[src/rtl/point_sprite_pkg.sv]
// Shared types and constants for the 15x15 2-bpp point sprite memory.
// Provides sprite geometry, address/pixel types and the recolor FSM encoding.
// No ports; imported by point_sprite_ctrl and sprite_addr_calc.
package point_sprite_pkg;

  localparam int SPRITE_W = 15;
  localparam int SPRITE_H = 15;
  localparam int DEPTH    = SPRITE_W * SPRITE_H;
  localparam int AW       = 8;
  localparam int DW       = 2;

  typedef logic [DW-1:0] pixel_t;
  typedef logic [AW-1:0] addr_t;

  typedef enum logic [1:0] {
    IDLE,
    SCAN,
    DRAIN,
    DONE
  } recolor_state_t;

  // Last linear address visited by the recolor sweep.
  localparam addr_t LAST_ADDR = addr_t'(DEPTH - 1);

endpackage

[src/rtl/sprite_addr_calc.sv]
// Combinational (row, col) -> linear sprite address, row*15+col, plus in-range flag.
// Ports: row_i/col_i (4-bit pixel coordinates), addr_o (linear address),
//        in_range_o (1 when row < 15 and col < 15). Zero latency, no state.
module sprite_addr_calc
  import point_sprite_pkg::*;
(
  input  logic [3:0] row_i,
  input  logic [3:0] col_i,
  output addr_t      addr_o,
  output logic       in_range_o
);

  addr_t row_w;
  addr_t col_w;

  assign row_w = {{(AW-4){1'b0}}, row_i};
  assign col_w = {{(AW-4){1'b0}}, col_i};

  // row*15 without a multiplier: row*16 - row.
  assign addr_o     = (row_w << 4) - row_w + col_w;
  assign in_range_o = (row_i < 4'(SPRITE_H)) && (col_i < 4'(SPRITE_W));

endmodule

[src/rtl/point_sprite_ctrl.sv]
// Owns the sprite memory ports: display reads (priority, 1-cycle latency) and a
// background read-modify-write recolor sweep that only uses idle read cycles.
// Ports: Clk/Reset (sync, active-high); disp_* display request/response;
//        recolor_* sweep control, busy/done status; mem_* memory read/write ports.
// Build option POINT_SPRITE_RECOLOR_SWAP_EN: sweep swaps from<->to instead of
// a one-way from->to replace.
module point_sprite_ctrl
  import point_sprite_pkg::*;
(
  input  logic       Clk,
  input  logic       Reset,
  input  logic       disp_req,
  input  logic [3:0] disp_col,
  input  logic [3:0] disp_row,
  output logic       disp_valid,
  output pixel_t     disp_pixel,
  input  logic       recolor_start,
  input  pixel_t     recolor_from,
  input  pixel_t     recolor_to,
  output logic       busy,
  output logic       done,
  output addr_t      mem_read_address,
  output addr_t      mem_write_address,
  output pixel_t     mem_data_In,
  output logic       mem_we,
  input  pixel_t     mem_data_Out
);

  recolor_state_t state_q, state_d;
  addr_t          cnt_q, cnt_d;
  pixel_t         from_q, from_d;
  pixel_t         to_q, to_d;
  logic           pend_vld_q;
  addr_t          pend_addr_q;
  logic           disp_vld_q;
  logic           disp_oob_q;

  addr_t          disp_addr;
  logic           disp_in_range;
  logic           sweep_rd;
  logic           hit_from;
  logic           hit_to;
  pixel_t         wr_data;

  sprite_addr_calc u_addr_calc (
    .row_i      (disp_row),
    .col_i      (disp_col),
    .addr_o     (disp_addr),
    .in_range_o (disp_in_range)
  );

  // The sweep only gets the read port when the display is silent, even if the
  // display request is out of range and issues no read itself.
  assign sweep_rd = (state_q == SCAN) && !disp_req;

  always_comb begin
    state_d = state_q;
    cnt_d   = cnt_q;
    from_d  = from_q;
    to_d    = to_q;
    case (state_q)
      IDLE: begin
        if (recolor_start) begin
          state_d = SCAN;
          cnt_d   = '0;
          from_d  = recolor_from;
          to_d    = recolor_to;
        end
      end
      SCAN: begin
        if (sweep_rd) begin
          cnt_d = cnt_q + 1'b1;
          if (cnt_q == LAST_ADDR) begin
            state_d = DRAIN;
          end
        end
      end
      // No reads are issued here, so the final pending read completes its
      // (optional) write this cycle and the pending stage is empty afterwards.
      DRAIN: state_d = DONE;
      DONE:  state_d = IDLE;
      default: state_d = IDLE;
    endcase
  end

  always_ff @(posedge Clk) begin
    if (Reset) begin
      state_q     <= IDLE;
      cnt_q       <= '0;
      from_q      <= '0;
      to_q        <= '0;
      pend_vld_q  <= 1'b0;
      pend_addr_q <= '0;
      disp_vld_q  <= 1'b0;
      disp_oob_q  <= 1'b0;
    end else begin
      state_q     <= state_d;
      cnt_q       <= cnt_d;
      from_q      <= from_d;
      to_q        <= to_d;
      pend_vld_q  <= sweep_rd;
      pend_addr_q <= cnt_q;
      disp_vld_q  <= disp_req;
      disp_oob_q  <= disp_req && !disp_in_range;
    end
  end

  always_comb begin
    mem_read_address = '0;
    if (disp_req) begin
      if (disp_in_range) begin
        mem_read_address = disp_addr;
      end
    end else if (sweep_rd) begin
      mem_read_address = cnt_q;
    end
  end

  assign hit_from = (mem_data_Out == from_q);
`ifdef POINT_SPRITE_RECOLOR_SWAP_EN
  assign hit_to  = (mem_data_Out == to_q);
  assign wr_data = hit_from ? to_q : from_q;
`else
  assign hit_to  = 1'b0;
  assign wr_data = to_q;
`endif

  // Write lags the sweep read by one cycle, so it never targets the address
  // the sweep is reading in the same cycle.
  assign mem_we            = pend_vld_q && (hit_from || hit_to);
  assign mem_write_address = mem_we ? pend_addr_q : '0;
  assign mem_data_In       = mem_we ? wr_data : '0;

  assign disp_valid = disp_vld_q;
  assign disp_pixel = (disp_vld_q && !disp_oob_q) ? mem_data_Out : '0;

  assign busy = (state_q == SCAN) || (state_q == DRAIN);
  assign done = (state_q == DONE);

endmodule
[config.mk]
export PLATFORM = sky130hd
export DESIGN_NAME = point_sprite_ctrl
export DESIGN_NICKNAME = d
export VERILOG_FILES = /design/src/rtl/point_sprite_pkg.sv /design/src/rtl/sprite_addr_calc.sv /design/src/rtl/point_sprite_ctrl.sv
export SDC_FILE = /design/constraint.sdc
export NUM_CORES = 1
export LEC_CHECK = 0
export BUFFER_PORTS_ARGS = -buffer_cell sky130_fd_sc_hd__buf_2
export CAP_MARGIN = 20
export CORE_MARGIN = 3
export CORE_UTILIZATION = 30
export CTS_BUF_LIST = sky130_fd_sc_hd__clkbuf_8
export CTS_CLUSTER_DIAMETER = 80
export DETAILED_ROUTE_END_ITERATION = 16
export SLEW_MARGIN = 10
export SYNTH_ARGS = -nofsm -noshare
export SYNTH_HDL_FRONTEND = slang
export SYNTH_SLANG_ARGS = --single-unit
[constraint.sdc]
create_clock -name Clk -period 1.8 [get_ports Clk]
set_input_delay 0.36 -clock Clk [delete_from_list [all_inputs] [get_ports Clk]]
set_output_delay 0.36 -clock Clk [all_outputs]
set_load 0.1 [all_outputs]
==> results of run 1 <==
## sequential cells by signal, indices dropped and copies added, names as in the netlist
name / flops
pend_addr_q: 8
from_q: 2
cnt_q: 8
disp_oob_q: 1
pend_vld_q: 1
state_q: 2
to_q: 2
disp_valid: 1
## cells in the final DEF, fill, tap and decap left out, drive strengths merged, types with 3 or more instances in the layout
cell type,count
dfxtp,25
clkbuf,3
ha,12
nand2,14
xnor2,6
inv,13
nor3,3
o21ai,11
buf,84
nand3,7
and2,11
nand4,7
nor2b,7
a21oi,15
or3,3
nor2,12
## per-layer routing
metal / part of all wire (%) / vias up / track usage, %
li1: - / 787 / -
met1: 40 / 691 / 14.8
met2: 55 / 35 / 26.9
met3: 3.2 / 4 / 1.89
met4: 1.3 / 0 / 5.25
met5: 0 / - / 0
## path summary, 6_finish.rpt
check	startpoint	to	slack, ps	depth (start not counted)
worst max-delay path	disp_row[3]	mem_read_address[7]	-480	7
worst min-delay path	recolor_to[1]	to_q[1]	330	3
worst max register to register	state_q[0]	cnt_q[4]	130	7
worst min register to register	to_q[1]	to_q[1]	460	2
## worst min-delay path, cell delays in order
cell and delay [ps]:
buf_2 90, nand3_1 50, a21oi_1 50
## cells by family after synthesis
group / share of synthesized area, %
AOI/OAI and AO/OA: 17.3
xor gates and xnor gates: 4.71
adders and majority gates: 11.4
buffers and inverters: 5.88
DFF: 33.6
and+or+nand+nor: 27.1
## power by group
part           internal (mW)  switching, mW  total [mW]  leakage (nW)
clock                  0.157          0.185       0.342        0.0217
sequential             0.613         0.0423       0.655         0.205
combinational          0.649          0.874        1.52         0.973
## per-stage QoR
stage / TNS, ps / setup WS (ps) / instances
finish: -2100 / -483 / 328
global route: -2600 / -550 / 328
CTS: -2050 / -482 / 327
detailed placement: -2970 / -548 / 313
global placement: -2970 / -547 / 313
floorplan: -3540 / -1350 / 182
## area by class of cell
cell class / count / share of cell area (%)
clock buffer: 3 / 1.42
clock inverter: 1 / 0.258
tap: 67 / 2.89
multi-input combinational: 135 / 41.2
timing repair buffer: 84 / 33.3
sequential: 25 / 17.4
inverter: 13 / 3.49
## repair_timing
action                     4_1_cts  5_1_grt
setup endpoints to repair       18       19
setup buffers                   10        1
pin swaps                       17       11
resized for setup               58        7
hold buffers                     0        0
==> out/metrics.cfg, run 1 <==
[run_status]
run_status=complete, but fails checks
violations=negative setup slack

[synthesis]
syn-cell-area_mm2=0.00149
syn_avg_cell_area_um2=8.18
synth-edff-count=0
synth_commonest_cells=dfxtp_1, a21oi_1, nand2_1, inv_1
synth_cells=182
yosysWarnings=0
synth_area_leaders=dfxtp_1, ha_1, a21oi_1, and2_1, o21ai_0
seq_area_frac_synth_pct=33.6
synth_cell_type_count=41
synth-async-reset-ratio_pct=0
synth_flop_cell=dfxtp_1
synth_top_cell_area_share_pct=33.6
ys_seq_elements=25
synth_nets=213
yosysMostFrequentCell=dfxtp_1
yosys.area.top_type=dfxtp_1

[drt]
drtPass1Iterations=4
drt_iter0_drc=56
wl_per_cell_um=11.9
vias=1517
vias_per_cell=4.63
routed_wl_um=3900
drc=0
ant_nets=0

[critical_path]
end_kind=output port
crit_path_max_fanout=2
cp_num_buf_inv=3
cp_slowest_stage_delay_ps=470
cp_top_family=simple AND/OR/NAND/NOR gates
cp-start-kind=primary input
arrival_ps=1920
setup.worst_path.class=primary input to output port
path_cells=buf_8 -> inv_8 -> ha_4 -> or3_4 -> or4_1 -> o211ai_1 -> buf_12
cp_slowest_cell=or4_1
cp.required_ps=1440

[timing]
rsz0062_at_grt=yes
period_share_pct=127
clock.fmax_mhz=438
hold_viol=0
fin_crit_ps=2280
hold_ws_ps=329
slew_headroom_pct=67.8
fin_ws_ps=-483
clock_skew_ps=5.80
tightestPinTransition_ps=487
setup_violations=9
drv_slew=0

[finish]
regArea_um2=507
n_antenna_cell=0
post-route-util_pct=61.1
multiInputGateArea_mm2=0.00120
finalNetCount=293
layout-drive-gt1-share_pct=58.2
final.fill_count=408
area_delta_synth_final_pct=95.1
design_area_mm2=0.00291

[die]
coreArea_mm2=0.00475
die_y_um=76.5
die_area_mm2=0.00584
rows=25
io_pins=42
initial_core_util_pct=31.3
die_w_um=76.5

[place]
place.gp.congestion=0.877
dpl_cell_area_mm2=0.00253
dp_hpwl_um=2900
port-buffer-count=41

[global_route]
grt-ovfl-total=0
grt_start_max_net_pins=20
grt_antenna_before_repair=0
grt_pass1_wl_um=6600
grtUsageTotal_pct=13.8
first_global_vias=1476

[clock_network]
path_clk_slew_ps=80
clock_path_buffers=2
clk_latency_ps=280
cts_tree=yes
cts_root_buf=clkbuf_8
numCtsBuffers=3
cts.sinks=25
htree_levels=1

[power]
irDropWorstVdd_v=0.000747
finalPower_mw=2.52
leakage_nw=1.20
powerDensity_mw_per_mm2=868

[flow_run]
maxCapViolations=0

[min_path]
hp-class=primary input to flop

(Power assumes the default switching activity.)
==> run 2, diff against run 1 <==
--- a/config.mk
+++ b/config.mk
@@ -7,12 +7,11 @@
 export LEC_CHECK = 0
 export BUFFER_PORTS_ARGS = -buffer_cell sky130_fd_sc_hd__buf_2
 export CAP_MARGIN = 20
-export CORE_MARGIN = 3
 export CORE_UTILIZATION = 30
 export CTS_BUF_LIST = sky130_fd_sc_hd__clkbuf_8
 export CTS_CLUSTER_DIAMETER = 80
 export DETAILED_ROUTE_END_ITERATION = 16
-export SLEW_MARGIN = 10
+export SLEW_MARGIN = 5
 export SYNTH_ARGS = -nofsm -noshare
 export SYNTH_HDL_FRONTEND = slang
 export SYNTH_SLANG_ARGS = --single-unit
==> constraint.sdc (replaced) <==
create_clock -name Clk -period 2.8 [get_ports Clk]
set_input_delay 0.56 -clock Clk [delete_from_list [all_inputs] [get_ports Clk]]
set_output_delay 0.56 -clock Clk [all_outputs]
set_load 0.1 [all_outputs]
==> out/metrics.cfg, run 2 (synthesis results as in run 1) <==
[run_status]
run_status=completed  ; was complete, but fails checks

[finish]
finalNetCount=252  ; was 293
layout_commonest_cell=buf_2  ; was buf_4
area_delta_synth_final_pct=34.2  ; was 95.1%
final_cell_mix=buf_2, dfxtp_1, nand2_1  ; was buf_4, buf_12, dfxtp_1, buf_2, nand2_1
top_regs=cnt_q: 8 flops, pend_addr_q: 8 flops  ; unchanged
n_antenna_cell=0  ; unchanged
post-route-util_pct=42.0  ; was 61.1%
layout-drive-gt1-share_pct=29.1  ; was 58.2%

[die]
die_w_um=72.5  ; was 76.5 um
die_y_um=72.5  ; was 76.5 um
initial_core_util_pct=31.3  ; unchanged
coreArea_mm2=0.00475  ; unchanged
io_pins=42  ; unchanged
die_area_mm2=0.00525  ; was 0.00584 mm^2
rows=25  ; unchanged

[drt]
ant_nets=0  ; unchanged
drtPass1Iterations=4  ; unchanged
drc=0  ; unchanged
routed_wl_um=3300  ; was 3900 um
vias=1340  ; was 1,517
drt_iter0_drc=51  ; was 56
wl_per_cell_um=11.5  ; was 11.9 um
vias_per_cell=4.67  ; was 4.63

[power]
irDropWorstVdd_v=0.000324  ; was 0.000747 V
leakage_nw=0.860  ; was 1.20 nW
powerDensity_mw_per_mm2=649  ; was 868 mW/mm^2

[critical_path]
end_kind=output port  ; unchanged
cp_slowest_stage_delay_ps=470  ; about the same
arrival_ps=2200  ; was 1920 ps
cp_slowest_cell=or4_1  ; unchanged
r2r_slack_ps=940  ; was 130 ps
cp.required_ps=2240  ; was 1440 ps
crit_path_max_fanout=4  ; was 2
path_cells=buf_4 -> inv_8 -> ha_4 -> or3_4 -> or4_1 -> o211ai_1 -> clkbuf_16  ; was buf_8 -> inv_8 -> ha_4 -> or3_4 -> or4_1 -> o211ai_1 -> buf_12
cp-start-kind=primary input  ; unchanged
cp_top_family=simple AND/OR/NAND/NOR gates  ; unchanged
setup.worst_path.class=primary input to output port  ; unchanged
cp_num_buf_inv=3  ; unchanged

[clock_network]
cts.sinks=25  ; unchanged
postCtsSetupBuffers=0  ; was 10
path_clk_slew_ps=80  ; about the same
cts_tree=yes  ; unchanged
cts_hold_buf=0  ; unchanged
cts_resized=0  ; was 58
htree_levels=1  ; unchanged
numCtsBuffers=3  ; unchanged
cts_root_buf=clkbuf_8  ; unchanged
clk_latency_ps=270  ; was 280 ps
clock_path_buffers=2  ; unchanged

[place]
pre_cts_ws_ps=17.1  ; was -548 ps
dp_hpwl_um=2610  ; was 2900 um
port-buffer-count=41  ; unchanged
place.gp.congestion=0.775  ; was 0.877

[global_route]
grt_antenna_before_repair=0  ; unchanged
grt-ovfl-total=0  ; unchanged
first_global_vias=1121  ; was 1,476
grt_pass1_wl_um=5260  ; was 6600 um
grtUsageTotal_pct=12.8  ; was 13.8%
grt_start_max_net_pins=20  ; unchanged

[min_path]
hp-class=flop to flop  ; was primary input to flop

[timing]
clock.fmax_mhz=362
drv_slew=0  ; unchanged
hold_ws_ps=456  ; was 329 ps
setup_violations=0  ; was 9
hold_viol=0  ; unchanged
fin_ws_ps=35.3  ; was -483 ps
clock_skew_ps=3.46  ; was 5.80 ps
tightestPinTransition_ps=716  ; was 487 ps
slew_headroom_pct=51.8  ; was 67.8%
period_share_pct=98.7
fin_crit_ps=2760

[flow_run]
maxCapViolations=0  ; unchanged

==> run 2: final timing paths <==
kind	cells past startpoint	endpoint	from
worst max-delay path	7	mem_read_address[7]	disp_row[3]
worst min-delay path	2	to_q[0]	to_q[0]
worst min register to register	2	to_q[0]	to_q[0]
worst max register to register	5	cnt_q[2]	state_q[0]
==> run 2: worst min-delay path: stages, from the launching register on <==
cell and delay (ps):
dfxtp_1 310, nand2_1 50, a21oi_1 50
==> run 2: area by class of cell <==
type,count,area (um^2)
multi-input cells,135,976
well taps,67,83.8
fillers,505,2760
clock buffers,3,41.3
inverters,13,56.3
flip-flops and latches,25,500
repair buffers,43,333
clock inverters,1,7.51
==> run 2: report_power, final <==
group | switching [mW] | internal (mW) | leakage, nW
Combinational | 0.474 | 0.197 | 0.636
Clock | 0.111 | 0.101 | 0.0217
Sequential | 0.0249 | 0.389 | 0.203
Total | 0.610 | 0.687 | 0.860
==> run 2: stage by stage <==
stage	instances	power, mW	TNS [ps]	area (um^2)
floorplan	182	0.943	-1450	1560
global placement	283	1.09	0	1930
detailed placement	283	1.09	0	1930
CTS	287	1.31	0	1980
global route	287	1.38	-22.1	2000
finish	287	1.30	0	2000
==> run 2: routing by layer <==
layer / global-route usage, % / vias to the layer above / part of all wire [%]
met3: 2.36 / 7 / 5.5
met1: 18.1 / 577 / 51
li1: - / 705 / -
met2: 19.0 / 51 / 42
met4: 5.23 / 0 / 1.8
met5: 0 / - / 0
